===== src/rtl/branch_pkg.sv =====
// Shared types for the branch redirect controller: decoded branch types and
// redirect sequencer states.
package branch_pkg;

  typedef enum logic [2:0] {
    BR_BEQ  = 3'b000,
    BR_BNE  = 3'b001,
    BR_NONE = 3'b010,
    BR_JUMP = 3'b011,
    BR_BLT  = 3'b100,
    BR_BGE  = 3'b101,
    BR_BLTU = 3'b110,
    BR_BGEU = 3'b111
  } br_type_e;

  typedef enum logic [1:0] {
    IDLE   = 2'd0,
    HOLD   = 2'd1,
    REDIR  = 2'd2,
    SQUASH = 2'd3
  } redir_state_e;

  // Conditional branches are every encoding except jump and "not a branch".
  function automatic logic is_cond_branch(input br_type_e t);
    return (t != BR_JUMP) && (t != BR_NONE);
  endfunction

endpackage


===== src/rtl/sat_counter.sv =====
// Increment-enable counter that sticks at all-ones instead of wrapping.
module sat_counter #(
  parameter int W = 32
) (
  input  logic         clk,
  input  logic         rst_n,
  input  logic         inc_i,
  output logic [W-1:0] cnt_o
);

  logic [W-1:0] cnt_q;
  logic [W-1:0] cnt_d;

  always_comb begin
    cnt_d = cnt_q;
    if (inc_i && (cnt_q != {W{1'b1}})) cnt_d = cnt_q + 1'b1;
  end

  always_ff @(posedge clk) begin
    if (!rst_n) cnt_q <= '0;
    else        cnt_q <= cnt_d;
  end

  assign cnt_o = cnt_q;

endmodule


===== src/rtl/branch_redirect_ctrl.sv =====
// Turns the EX-stage branch decision into a registered PC redirect, pipeline
// flush and fetch squash window, and keeps saturating branch statistics.
//
//   state  | meaning
//   IDLE   | watching EX for a taken branch or jump
//   HOLD   | redirect latched, waiting for the LSU stall to clear
//   REDIR  | pc_redirect_o/flush_o asserted (held across stalls)
//   SQUASH | fetched instructions are wrong-path; fetch_squash_o asserted
module branch_redirect_ctrl
  import branch_pkg::*;
#(
  parameter int SQUASH_CYCLES = 1,
  parameter int CNT_W         = 32
) (
  input  logic             clk,
  input  logic             rst_n,
  input  logic             ex_valid_i,
  input  logic [2:0]       ex_br_type_i,
  input  logic             ex_br_taken_i,
  input  logic [31:0]      ex_target_i,
  input  logic             stall_i,
  output logic             pc_redirect_o,
  output logic [31:0]      pc_target_o,
  output logic             flush_o,
  output logic             fetch_squash_o,
  output logic [CNT_W-1:0] cnt_branches_o,
  output logic [CNT_W-1:0] cnt_taken_o,
  output logic [CNT_W-1:0] cnt_jumps_o
);

  redir_state_e state_q, state_d;
  logic [31:0]  target_q, target_d;
  logic [2:0]   sq_cnt_q, sq_cnt_d;
  logic         counted_q, counted_d;
  logic         redirect_q, redirect_d;
  logic         flush_q, flush_d;
  logic         squash_q, squash_d;

  br_type_e br_type;
  logic     resolve;
  logic     taken;
  logic     count_en;

  assign br_type  = br_type_e'(ex_br_type_i);
  assign resolve  = ex_valid_i && (br_type != BR_NONE) && (state_q != SQUASH);
  assign taken    = ex_br_taken_i || (br_type == BR_JUMP);
  // A stalled instruction sits in EX for many cycles; count it only once.
  assign count_en = resolve && (state_q == IDLE) && !counted_q;

  always_comb begin
    state_d   = state_q;
    target_d  = target_q;
    sq_cnt_d  = sq_cnt_q;
    counted_d = stall_i && (counted_q || (resolve && (state_q == IDLE)));
    case (state_q)
      IDLE: begin
        if (resolve && taken) begin
          target_d = ex_target_i;
          state_d  = stall_i ? HOLD : REDIR;
        end
      end
      HOLD: begin
        if (!stall_i) state_d = REDIR;
      end
      REDIR: begin
        if (!stall_i) begin
          if (SQUASH_CYCLES > 0) begin
            state_d  = SQUASH;
            sq_cnt_d = 3'(SQUASH_CYCLES);
          end else begin
            state_d = IDLE;
          end
        end
      end
      SQUASH: begin
        if (!stall_i) begin
          if (sq_cnt_q <= 3'd1) state_d = IDLE;
          else                  sq_cnt_d = sq_cnt_q - 3'd1;
        end
      end
      default: state_d = IDLE;
    endcase
    redirect_d = (state_d == REDIR);
    flush_d    = (state_d == REDIR);
    squash_d   = (state_d == SQUASH);
  end

  always_ff @(posedge clk) begin
    if (!rst_n) begin
      state_q    <= IDLE;
      target_q   <= '0;
      sq_cnt_q   <= '0;
      counted_q  <= 1'b0;
      redirect_q <= 1'b0;
      flush_q    <= 1'b0;
      squash_q   <= 1'b0;
    end else begin
      state_q    <= state_d;
      target_q   <= target_d;
      sq_cnt_q   <= sq_cnt_d;
      counted_q  <= counted_d;
      redirect_q <= redirect_d;
      flush_q    <= flush_d;
      squash_q   <= squash_d;
    end
  end

  assign pc_redirect_o  = redirect_q;
  assign flush_o        = flush_q;
  assign fetch_squash_o = squash_q;
  assign pc_target_o    = target_q;

  sat_counter #(.W(CNT_W)) u_cnt_branches (
    .clk   (clk),
    .rst_n (rst_n),
    .inc_i (count_en && is_cond_branch(br_type)),
    .cnt_o (cnt_branches_o)
  );

  sat_counter #(.W(CNT_W)) u_cnt_taken (
    .clk   (clk),
    .rst_n (rst_n),
    .inc_i (count_en && is_cond_branch(br_type) && ex_br_taken_i),
    .cnt_o (cnt_taken_o)
  );

  sat_counter #(.W(CNT_W)) u_cnt_jumps (
    .clk   (clk),
    .rst_n (rst_n),
    .inc_i (count_en && (br_type == BR_JUMP)),
    .cnt_o (cnt_jumps_o)
  );

endmodule


===== config.mk =====
export PLATFORM = sky130hd
export DESIGN_NAME = branch_redirect_ctrl
export DESIGN_NICKNAME = d
export VERILOG_FILES = /design/src/rtl/branch_pkg.sv /design/src/rtl/sat_counter.sv /design/src/rtl/branch_redirect_ctrl.sv
export SDC_FILE = /design/constraint.sdc
export NUM_CORES = 1
export LEC_CHECK = 0
export ABC_CLOCK_PERIOD_IN_PS = 4800
export CORE_ASPECT_RATIO = 0.5
export CORE_MARGIN = 5
export CORE_UTILIZATION = 45
export CTS_BUF_LIST = sky130_fd_sc_hd__clkbuf_8
export DETAILED_ROUTE_END_ITERATION = 8
export GPL_TIMING_DRIVEN = 0
export PLACE_DENSITY = 0.74
export RECOVER_POWER = 100
export SYNTH_ARGS = -nofsm -noshare
export SYNTH_HDL_FRONTEND = slang
export SYNTH_SLANG_ARGS = --single-unit

===== constraint.sdc =====
create_clock -name clk -period 4.8 [get_ports clk]
set_clock_uncertainty 0.05 [all_clocks]
set_input_delay 0.48 -clock clk [delete_from_list [all_inputs] [get_ports clk]]
set_output_delay 0.48 -clock clk [all_outputs]
set_load 0.01 [all_outputs]

### Yosys cells after proc, flatten, opt, wreduce, memory -nomap -nowiden

Index checks and enable logic that the tools add are counted.

* $add $sub $neg: 4
* magnitude comparators: 1
* equality and inequality tests: 15
* multiplexer cells: 11
* reductions and logical operators: 20

Operators with widths (count)
* adder 32 x 1 -> 32 bit (second input constant): 3
* != test 32 bit (second input constant): 3
* logical AND 1 bit: 13
* 2-to-1 mux 2 bit: 6
* 2-to-1 mux 3 bit: 3
* == test 2 bit (second input constant): 4
* != test 2 bit (second input constant): 4
* one-hot mux 2 bit (4 select lines): 1
* != test 3 x 2 -> 1 bit (second input constant): 2
* one-hot mux 3 bit (2 select lines): 1
* AND reduction 4 bit: 1
* == test 3 x 2 -> 1 bit (second input constant): 1
* less-or-equal comparator 3 x 1 -> 1 bit (second input constant): 1
* subtractor 3 x 1 -> 3 bit (second input constant): 1
* == test 2 x 1 -> 1 bit (second input constant): 1
* logical NOT 2 bit: 1
* logical OR 1 bit: 2
* AND reduction 2 bit: 1
* nonzero test 2 bit: 1
* logical NOT 1 bit: 1

* flip-flop bits (word level): 136
* input port bits: 40
* output and inout bits: 131

### Depth between registers and ports, before layout

Gate-level depths: netlist of the first run.

* depth in word-level cells: 8
* depth in mapped cells: 8
* mapped depth without buffers: 6

### Hierarchy

A second synthesis of the first run with hierarchy kept.

* cell total of the unflattened synthesis: 797
* area, all modules: 6870.3 um^2

By module, submodules not included
* sat_counter: times used 3, cells each 200, area each 1704.1 um^2, sequential area each 640.6 um^2
* branch_redirect_ctrl: times used 1, cells each 197, area each 1757.9 um^2, sequential area each 800.8 um^2

### Worst setup path after synthesis of the first run

No wires, ideal clock.

* path type: reg2reg
* start point: reg u_cnt_jumps.cnt_q[0], in the netlist u_cnt_jumps.cnt_o[0]
* end point: reg u_cnt_jumps.cnt_q[0], in the netlist u_cnt_jumps.cnt_o[0]
* library setup time: 128 ps
* arrival: 1951 ps
* slack: 2672 ps
* stages on the path, launching flop included: 9
* cells stage by stage: dfxtp_1 -> ha_1 -> and4_1 -> nand3_1 -> o31ai_4 -> buf_4 -> buf_4 -> xor2_1 -> nor2_1

* longest elaborated chain between the ends: 2

Ends and longest elaborated chain
* from (decl): line sat_counter.sv:11 `logic [W-1:0] cnt_q;`
* from (signal assigned): line sat_counter.sv:21 `else cnt_q <= cnt_d;`
* parallel branches: the longest is 2 deep, another holds adder 32 x 1 -> 32 bit

Several ways; the timed one is not identified.
A chain may end at the register's enable or synchronous reset.

### Final worst setup path of the first run

* start point: reg u_cnt_jumps.cnt_q[0], in the netlist u_cnt_jumps.cnt_o[0]
* end point: reg u_cnt_jumps.cnt_q[11], in the netlist u_cnt_jumps.cnt_o[11]

The elaborated chain is that of the path after synthesis.

==> reports/metrics.yaml, run 1 <==
root_buffer: "clkbuf_8"
synth_flop_cell: "dfxtp_1"
synth_cell_types: 48
cts_tree: "yes"
status: "finished clean"
synth_mux_area_frac: 0.0187
gp_congestion: 0.896
leakage_uw: 0.00309
synth_edf_count: 0
synth_xor_area_frac: 0.00409
cp_max_fo: 10
holdPathStages: 2
timing.final.crit_share: 0.690
synth_compound_area_frac: 0.192
cp-end-kind: "register"
htreeDepth: 4
maxCapViolCount: 0
tightest_slew_ns: 0.956
drcViolationCount: 0
fillers: 1210
place_area_mm2: 0.00837
synthAdderAreaFrac: 0.00779
maxSlewViolCount: 0
grt.overflow.total: 0
wirelength_um: 19800
synthCells: 800
fin_util: 0.631
clock_latency_ns: 0.43
dr.pass1.iters: 5
yosysSeqAreaShare: 0.424
rows: 30
worstSetupPathType: "register to register"
avgSynthCellArea_um2: 8.03
grt_usage: 0.233
wire_per_inst_um: 16.5
num-nets-final: 1033
setup_viol: 0
num_vias: 6960
antenna_found_initial: 0
ant_nets: 0
hold_buffers: 0
grt_max_degree: 17
hold_viol: 0
synth-simple-area-share: 0.312
fmax_mhz: 302
dr.first_iter.drc_count: 506
ios: 171
cts.path.max_buffers: 2
synthesis.area_mm2: 0.00642
timing.critical_path.mode_cell: "clkbuf_1"
cp_slowest_cell: "o31ai_1"
period_needed_ns: 3.31
area_delta_synth_final_pct: 35.4
synth_top_cell_area_share: 0.424
worst-path-stages: 8
routed_via_density: 5.83
worst-r2r-cell-count: 8
synth_top_area_cell: "dfxtp_1"
synth_top_family_by_area: "simple AND/OR/NAND/NOR gates"
vdd_ir_drop_max_mv: 0.178
yosys_warnings: 0
crit_required_ns: 5.12
numPortBuffers: 170
ctsResizeCount: 0
finalInstanceArea_mm2: 0.00870
synth_seq_cells: 136
synthMostInstantiatedCell: "dfxtp_1"
rsz0062_at_grt: "false"
path_buf_inv: 2
synth_async_sr_flop_share: 0
hold_class: "register to register"
slowest_delay_ns: 0.83
first_global_vias: 6304
drive_gt1_frac: 0.0389
p_per_area_mw_per_mm2: 263
die_h_um: 94.5
tns_ns: 0
cts_setup_buffers: 0
syn_nets: 844
die_area_mm2: 0.0169
hpwl_um: 14600
synth_commonest_cells: "dfxtp_1, nand2_1, a21oi_1, o21ai_0, or3_1"
grt_pass1_wl_um: 32200
dieWidth_um: 179
cts_buffers: 17
n_antenna_cell: 0
crit_chain: "ha_1, and4_1, nand3_1, o31ai_1, clkbuf_1, clkbuf_1, o21ai_0, a21oi_1"
cp.arrival_ns: 3.63
slew_headroom: 0.357
crit_family: "compound AO/OA/AOI/OAI gates"
clk_pin_slew_ns: 0.09
cp-start-kind: "register"
core_area_mm2: 0.0138
clock-sinks: 136
ys_top_cells_by_area: "dfxtp_1, a21oi_1, nand2_1"
start_util: 0.466
cells in the final DEF (no fill, tap or decap), types with 32 or more instances in the layout:
| cell | count |
|---|---|
| or3_1 | 48 |
| clkdlybuf4s50_1 | 35 |
| dfxtp_1 | 136 |
| o21ai_0 | 53 |
| nand3_1 | 39 |
| clkbuf_1 | 44 |
| nand2_1 | 120 |
| o31ai_1 | 32 |
| dlygate4sd3_1 | 135 |
| nand4_1 | 36 |
| a21oi_1 | 112 |
power by group:
group          total, uW  internal [uW]  switching [uW]
clock network        945            478             467
registers           1160           1150            11.5
logic                183           79.5             104
flip-flops by register name (all words and copies together), names as in the netlist:
register              count
sq_cnt_q                  3
pc_target_o              32
fetch_squash_o            1
u_cnt_jumps.cnt_o        32
flush_o                   1
counted_q                 1
u_cnt_branches.cnt_o     32
state_q                   2
u_cnt_taken.cnt_o        32
per-stage QoR:
| stage | power, uW | setup WS, ns | instances | hold slack [ns] |
|---|---|---|---|---|
| finish | 2290 | 1.49 | 1194 | 0.402 |
| global route | 2380 | 1.10 | 1194 | 0.415 |
| CTS | 2320 | 2.09 | 1194 | 0.405 |
| detailed placement | 1380 | 1.66 | 1162 | 0.396 |
| global placement | 1380 | 1.72 | 1162 | 0.392 |
| floorplan | 1270 | 2.67 | 800 | 0.405 |
logic make-up after synthesis:
family | count (synthesis)
xor+xnor | 3
mux | 12
buf+inv | 62
fa+ha+maj | 4
compound gates | 216
simple gates | 367
flops | 136
final timing paths:
check	start	endpoint	slack (ns)
worst max register to register	u_cnt_jumps.cnt_o[0]	u_cnt_jumps.cnt_o[11]	1.49
worst min-delay path	pc_target_o[27]	pc_target_o[27]	0.40
worst max-delay path	u_cnt_jumps.cnt_o[0]	u_cnt_jumps.cnt_o[11]	1.49
worst min register to register	pc_target_o[27]	pc_target_o[27]	0.40
worst reg2reg max path, cell delays in order (launching register included):
cell	delay [ns]
dfxtp_1	0.42
ha_1	0.30
and4_1	0.32
nand3_1	0.16
o31ai_1	0.83
clkbuf_1	0.42
clkbuf_1	0.45
o21ai_0	0.17
a21oi_1	0.14
final cells by class:
class	count	area (um^2)	share of cell area
Buffer	51	204	0.0234
Clock buffer	18	248	0.0285
Clock inverter	14	148	0.0170
Inverter	11	41.3	0.00475
Multi-Input combinational cell	602	3390	0.390
Sequential cell	136	2720	0.313
Tap cell	192	240	0.0276
Timing Repair Buffer	170	1700	0.196
metal layers:
metal	wire, um	part of all wire	vias up	track usage
li1	-	-	3355	-
met2	9160	0.46	242	0.378
met4	393	0.020	0	0.0708
met1	9000	0.46	3324	0.319
met5	0	0	-	0
met3	1210	0.061	39	0.0420
Note: power is estimated with default switching activity, not from simulation.
==> inputs of run 2 (changes only) <==
ABC_CLOCK_PERIOD_IN_PS = 3000   (was 4800)
PLACE_DENSITY = 0.77   (was 0.74)
clock period = 3 ns   (was 4.8 ns; I/O delays follow)
==> reports/metrics.yaml, run 2 (synthesis results as in run 1) <==
wire_per_inst_um: 16.4
ant_nets: 0
htreeDepth: 4
grt_usage: 0.226
hold_viol: 0
r2r-start: "u_cnt_branches.cnt_o[4]"
start_util: 0.466
rows: 30
status: "finished clean"
core_area_mm2: 0.0138
rr_endpoint: "u_cnt_branches.cnt_o[25]"
cts_buffers: 17
cp_max_fo: 10
hold_class: "input pin to register"
timing.final.crit_share: 0.854
vdd_ir_drop_max_mv: 0.317
hpwl_um: 14300
drcViolationCount: 0
fmax_mhz: 390
cp-start-kind: "register"
gp_congestion: 0.903
slew_headroom: 0.376
dr.pass1.iters: 5
cts_setup_buffers: 0
worst-r2r-setup-slack_ns: 0.44
ios: 171
fin_util: 0.635
holdPathStages: 3
clock-sinks: 136
maxCapViolCount: 0
grt_pass1_wl_um: 31000
routed_via_density: 5.81
cp.arrival_ns: 2.88
grt_max_degree: 17
min_to: "pc_target_o[20]"
area_delta_synth_final_pct: 36.1
worstSetupPathType: "register to register"
tns_ns: 0
die_h_um: 94.5
clk_pin_slew_ns: 0.09
root_buffer: "clkbuf_8"
grt.overflow.total: 0
place_area_mm2: 0.00837
maxSlewViolCount: 0
dieWidth_um: 179
finalInstanceArea_mm2: 0.00874
place_inst: 1162
die_area_mm2: 0.0169
clock_latency_ns: 0.43
rsz0062_at_grt: "false"
period_needed_ns: 2.56
n_antenna_cell: 0
hold_buffers: 0
cp-end-kind: "register"
drive_gt1_frac: 0.0469
p_per_area_mw_per_mm2: 422
antenna_found_initial: 0
layout_common_cells: "dfxtp_1, dlygate4sd3_1, nand2_1, a21oi_1, o21ai_0"
hp-start: "ex_target_i[20]"
tightest_slew_ns: 0.923
final_common_cell: "dfxtp_1"
dr.first_iter.drc_count: 770
wirelength_um: 19600
crit_required_ns: 3.32
cts_tree: "yes"
num-nets-final: 1033
cts.path.max_buffers: 2
num_vias: 6939
ctsResizeCount: 0
worst-r2r-cell-count: 6
first_global_vias: 6201
setup_viol: 0
numPortBuffers: 170
leakage_uw: 0.00311
fin_cells: 1194
run 2: changes by cell type in the layout (fill, tap and decap cells not counted), moves of 2 or more:
cell | before | now
buf_2 | 4 | 6
buf_4 | 2 | 4
clkbuf_1 | 44 | 40
clkdlybuf4s50_1 | 35 | 37
clkinv_4 | 2 | 4
dlygate4sd3_1 | 135 | 133
inv_6 | 3 | 5
run 2: critical path, cell delays in order, from the launching register on:
cell and delay, ns:
dfxtp_1 0.46, nand4_1 0.22, nor4_1 0.46, clkbuf_1 0.39, nand3_1 0.31, or4_1 0.47, a21oi_1 0.14
run 2: layout make-up:
class,instances,area (um^2)
repair buffers,170,1700
clock inverters,15,166
well taps,192,240
plain buffers,51,214
flip-flops and latches,136,2720
clock buffers,17,234
inverters,11,41.3
fillers,1228,5030
multi-input cells,602,3420
run 2: power breakdown:
group | internal [uW] | switching, uW
logic | 132 | 162
clock network | 755 | 790
registers | 1840 | 17.9
run 2: metal layers:
metal	vias to the layer above	wire, um	track usage
met3	35	1290	0.0436
met5	-	0	0
met1	3294	8870	0.308
li1	3360	-	-
met2	250	9140	0.361
met4	0	325	0.0791
run 2: how the worst max path moves through the flow:
stage	start	endpoint	depth (start not counted)
after global placement	rst_n	u_cnt_jumps.cnt_o[30]	6
after global routing	u_cnt_branches.cnt_o[4]	u_cnt_branches.cnt_o[31]	6
final	u_cnt_branches.cnt_o[4]	u_cnt_branches.cnt_o[25]	6
after floorplan	u_cnt_jumps.cnt_o[0]	u_cnt_jumps.cnt_o[0]	8
after detailed placement	ex_br_type_i[2]	pc_target_o[24]	7
after CTS	u_cnt_jumps.cnt_o[0]	u_cnt_jumps.cnt_o[0]	8
run 2: through the flow:
stage                     setup slack (ns)  power [uW]  hold WS (ns)
after global placement               0.243        2200         0.392
after global routing                 0.141        3840         0.326
after CTS                            0.485        3730         0.329
final                                0.438        3690         0.355
after floorplan                      0.872        2040         0.351
after detailed placement             0.144        2200         0.396
==> inputs of run 3 (changes only) <==
PLACE_DENSITY = 0.76   (was 0.77)
SYNTH_HIERARCHICAL = 1   (was not set)
==> reports/metrics.yaml, run 3 <==
status: "finished clean"
timing.final.crit_share: 0.960
first_global_vias: 6650
slowest_delay_ns: 0.56
die_h_um: 97.4
synthAdderAreaFrac: 0.00911
avgSynthCellArea_um2: 8.62
yosys_warnings: 6
clock-sinks: 136
rsz0062_at_grt: "false"
clkPwrFrac: 0.450
root_buffer: "clkbuf_8"
maxCapViolCount: 0
gp_congestion: 0.892
area_delta_synth_final_pct: 35.7
numPortBuffers: 170
ant_nets: 0
final_common_cell: "dfxtp_1"
synth_edf_count: 0
synth_top_family_by_area: "simple AND/OR/NAND/NOR gates"
worst-r2r-cell-count: 9
wire_per_inst_um: 17.4
rr_endpoint: "u_cnt_jumps/cnt_o[31]"
cp-start-kind: "register"
cp_slowest_cell: "or4_4"
drive_gt1_frac: 0.0639
num_vias: 7091
synth_xor_area_frac: 0.0191
critical_path.startpoint: "state_q[0]"
synth_flop_cell: "dfxtp_1"
worst-r2r-setup-slack_ns: 0.12
cts_tree: "yes"
grt_pass1_wl_um: 33800
yosysSeqAreaShare: 0.396
post-place-ws_ns: -0.913
place_inst: 1165
die_area_mm2: 0.0180
swShare: 0.233
synth_cell_types: 49
slew_headroom: 0.306
fin_cells: 1199
synthMostInstantiatedCell: "dfxtp_1"
clk_pin_slew_ns: 0.09
synth_async_sr_flop_share: 0
routed_via_density: 5.91
p_int_uw: 3050
maxSlewViolCount: 0
synth_top_cell_area_share: 0.396
syn_nets: 842
layout_common_cells: "dfxtp_1, dlygate4sd3_1, nand2_1, mux2i_1, a21oi_1"
hold_class: "input pin to register"
switchingPower_uw: 926
fmax_mhz: 347
num-nets-final: 1034
hold_buffers: 0
dr.first_iter.drc_count: 582
synth_mux_area_frac: 0.0787
antenna_found_initial: 0
period_needed_ns: 2.88
grt_max_degree: 17
combPwrFrac: 0.082
setup_slack_ns: 0.121
htreeDepth: 4
crit_end: "u_cnt_jumps/cnt_o[31]"
wirelength_um: 20900
synth-simple-area-share: 0.306
r2r-start: "state_q[0]"
drcViolationCount: 0
clock_latency_ns: 0.43
cts_buffers: 17
totalPowerFinal_uw: 3980
synth_top_area_cell: "dfxtp_1"
ios: 171
leakage_uw: 0.00348
grt.overflow.total: 0
cp-end-kind: "register"
core_area_mm2: 0.0147
n_antenna_cell: 0
crit_chain: "buf_4, nor2_4, nand2_4, nor3_4, nand4_1, or4_4, or3_1, or4_1, a21oi_1"
synthesis.area_mm2: 0.00687
setup_viol: 0
worstSetupPathType: "register to register"
crit_required_ns: 3.32
cts.path.max_buffers: 2
tightest_slew_ns: 1.03
p_per_area_mw_per_mm2: 426
synth_compound_area_frac: 0.150
hold_viol: 0
ys_top_cells_by_area: "dfxtp_1, mux2i_1, nand2_1"
p_seq_frac: 0.468
synth_commonest_cells: "dfxtp_1, nand2_1, mux2i_1, a21oi_1"
grt_usage: 0.225
cp_max_fo: 10
vdd_ir_drop_max_mv: 0.307
start_util: 0.467
rows: 31
synthCells: 797
dieWidth_um: 185
cp.arrival_ns: 3.19
dr.pass1.iters: 5
tns_ns: 0
synth_seq_cells: 136
hpwl_um: 15100
## run 3: power by group through the flow
stage	clock network (uW)	logic, uW	registers, uW
floorplan	0	147	1920
global placement	0	322	1900
detailed placement	0	329	1900
CTS	1820	336	1860
global route	1920	350	1870
finish	1790	324	1860
## run 3: worst min path at each step
stage,cells after the start,startpoint,to
2_1_floorplan,1,stall_i,counted_q
3_3_place_gp,2,pc_target_o[13],pc_target_o[13]
3_5_place_dp,2,pc_target_o[14],pc_target_o[14]
4_1_cts,3,ex_target_i[27],pc_target_o[27]
5_1_grt,3,ex_target_i[25],pc_target_o[25]
6_report,3,ex_target_i[10],pc_target_o[10]
## run 3: metal layers
| layer | global-route usage | wire [um] |
|---|---|---|
| met5 | 0 | 0 |
| met4 | 0.0643 | 313 |
| met3 | 0.0445 | 1440 |
| met2 | 0.369 | 9890 |
| met1 | 0.301 | 9220 |
## run 3: cell families after synthesis
kind of cell    count (synthesis)
fa+ha+maj                       5
xor+xnor                       15
simple gates                  376
compound gates                148
flops                         136
buf+inv                        63
mux                            54
## run 3: critical path, delay by kind of cell, from the launching register on
family / cells / cell delay, ns
and+or+nand+nor: 7 / 2.17
buffers and inverters: 1 / 0.16
DFF: 1 / 0.30
AOI/OAI and AO/OA: 1 / 0.15
## run 3: repair_timing
| action | 4_1_cts | 5_1_grt |
|---|---|---|
| pin swaps | 1 | 2 |
| gates cloned | 0 | 0 |
| buffers inserted | 1 | 2 |
| gates resized for setup | 5 | 3 |
| setup endpoints to repair | 26 | 7 |
## run 3: per-stage QoR
step,hold WS (ns),util,area [um^2]
2_1_floorplan,0.383,-,6870
3_3_place_gp,0.392,0.600,8820
3_5_place_dp,0.399,0.600,8820
4_1_cts,0.359,0.634,9320
5_1_grt,0.350,0.634,9320
6_report,0.378,0.634,9320
## run 3: layout make-up
type,instances,area [um^2]
plain buffers,49,225
clock buffers,20,275
clock inverters,11,194
fillers,1259,5380
inverters,14,52.6
multi-input cells,598,3880
flip-flops and latches,136,2720
well taps,198,248
repair buffers,173,1720
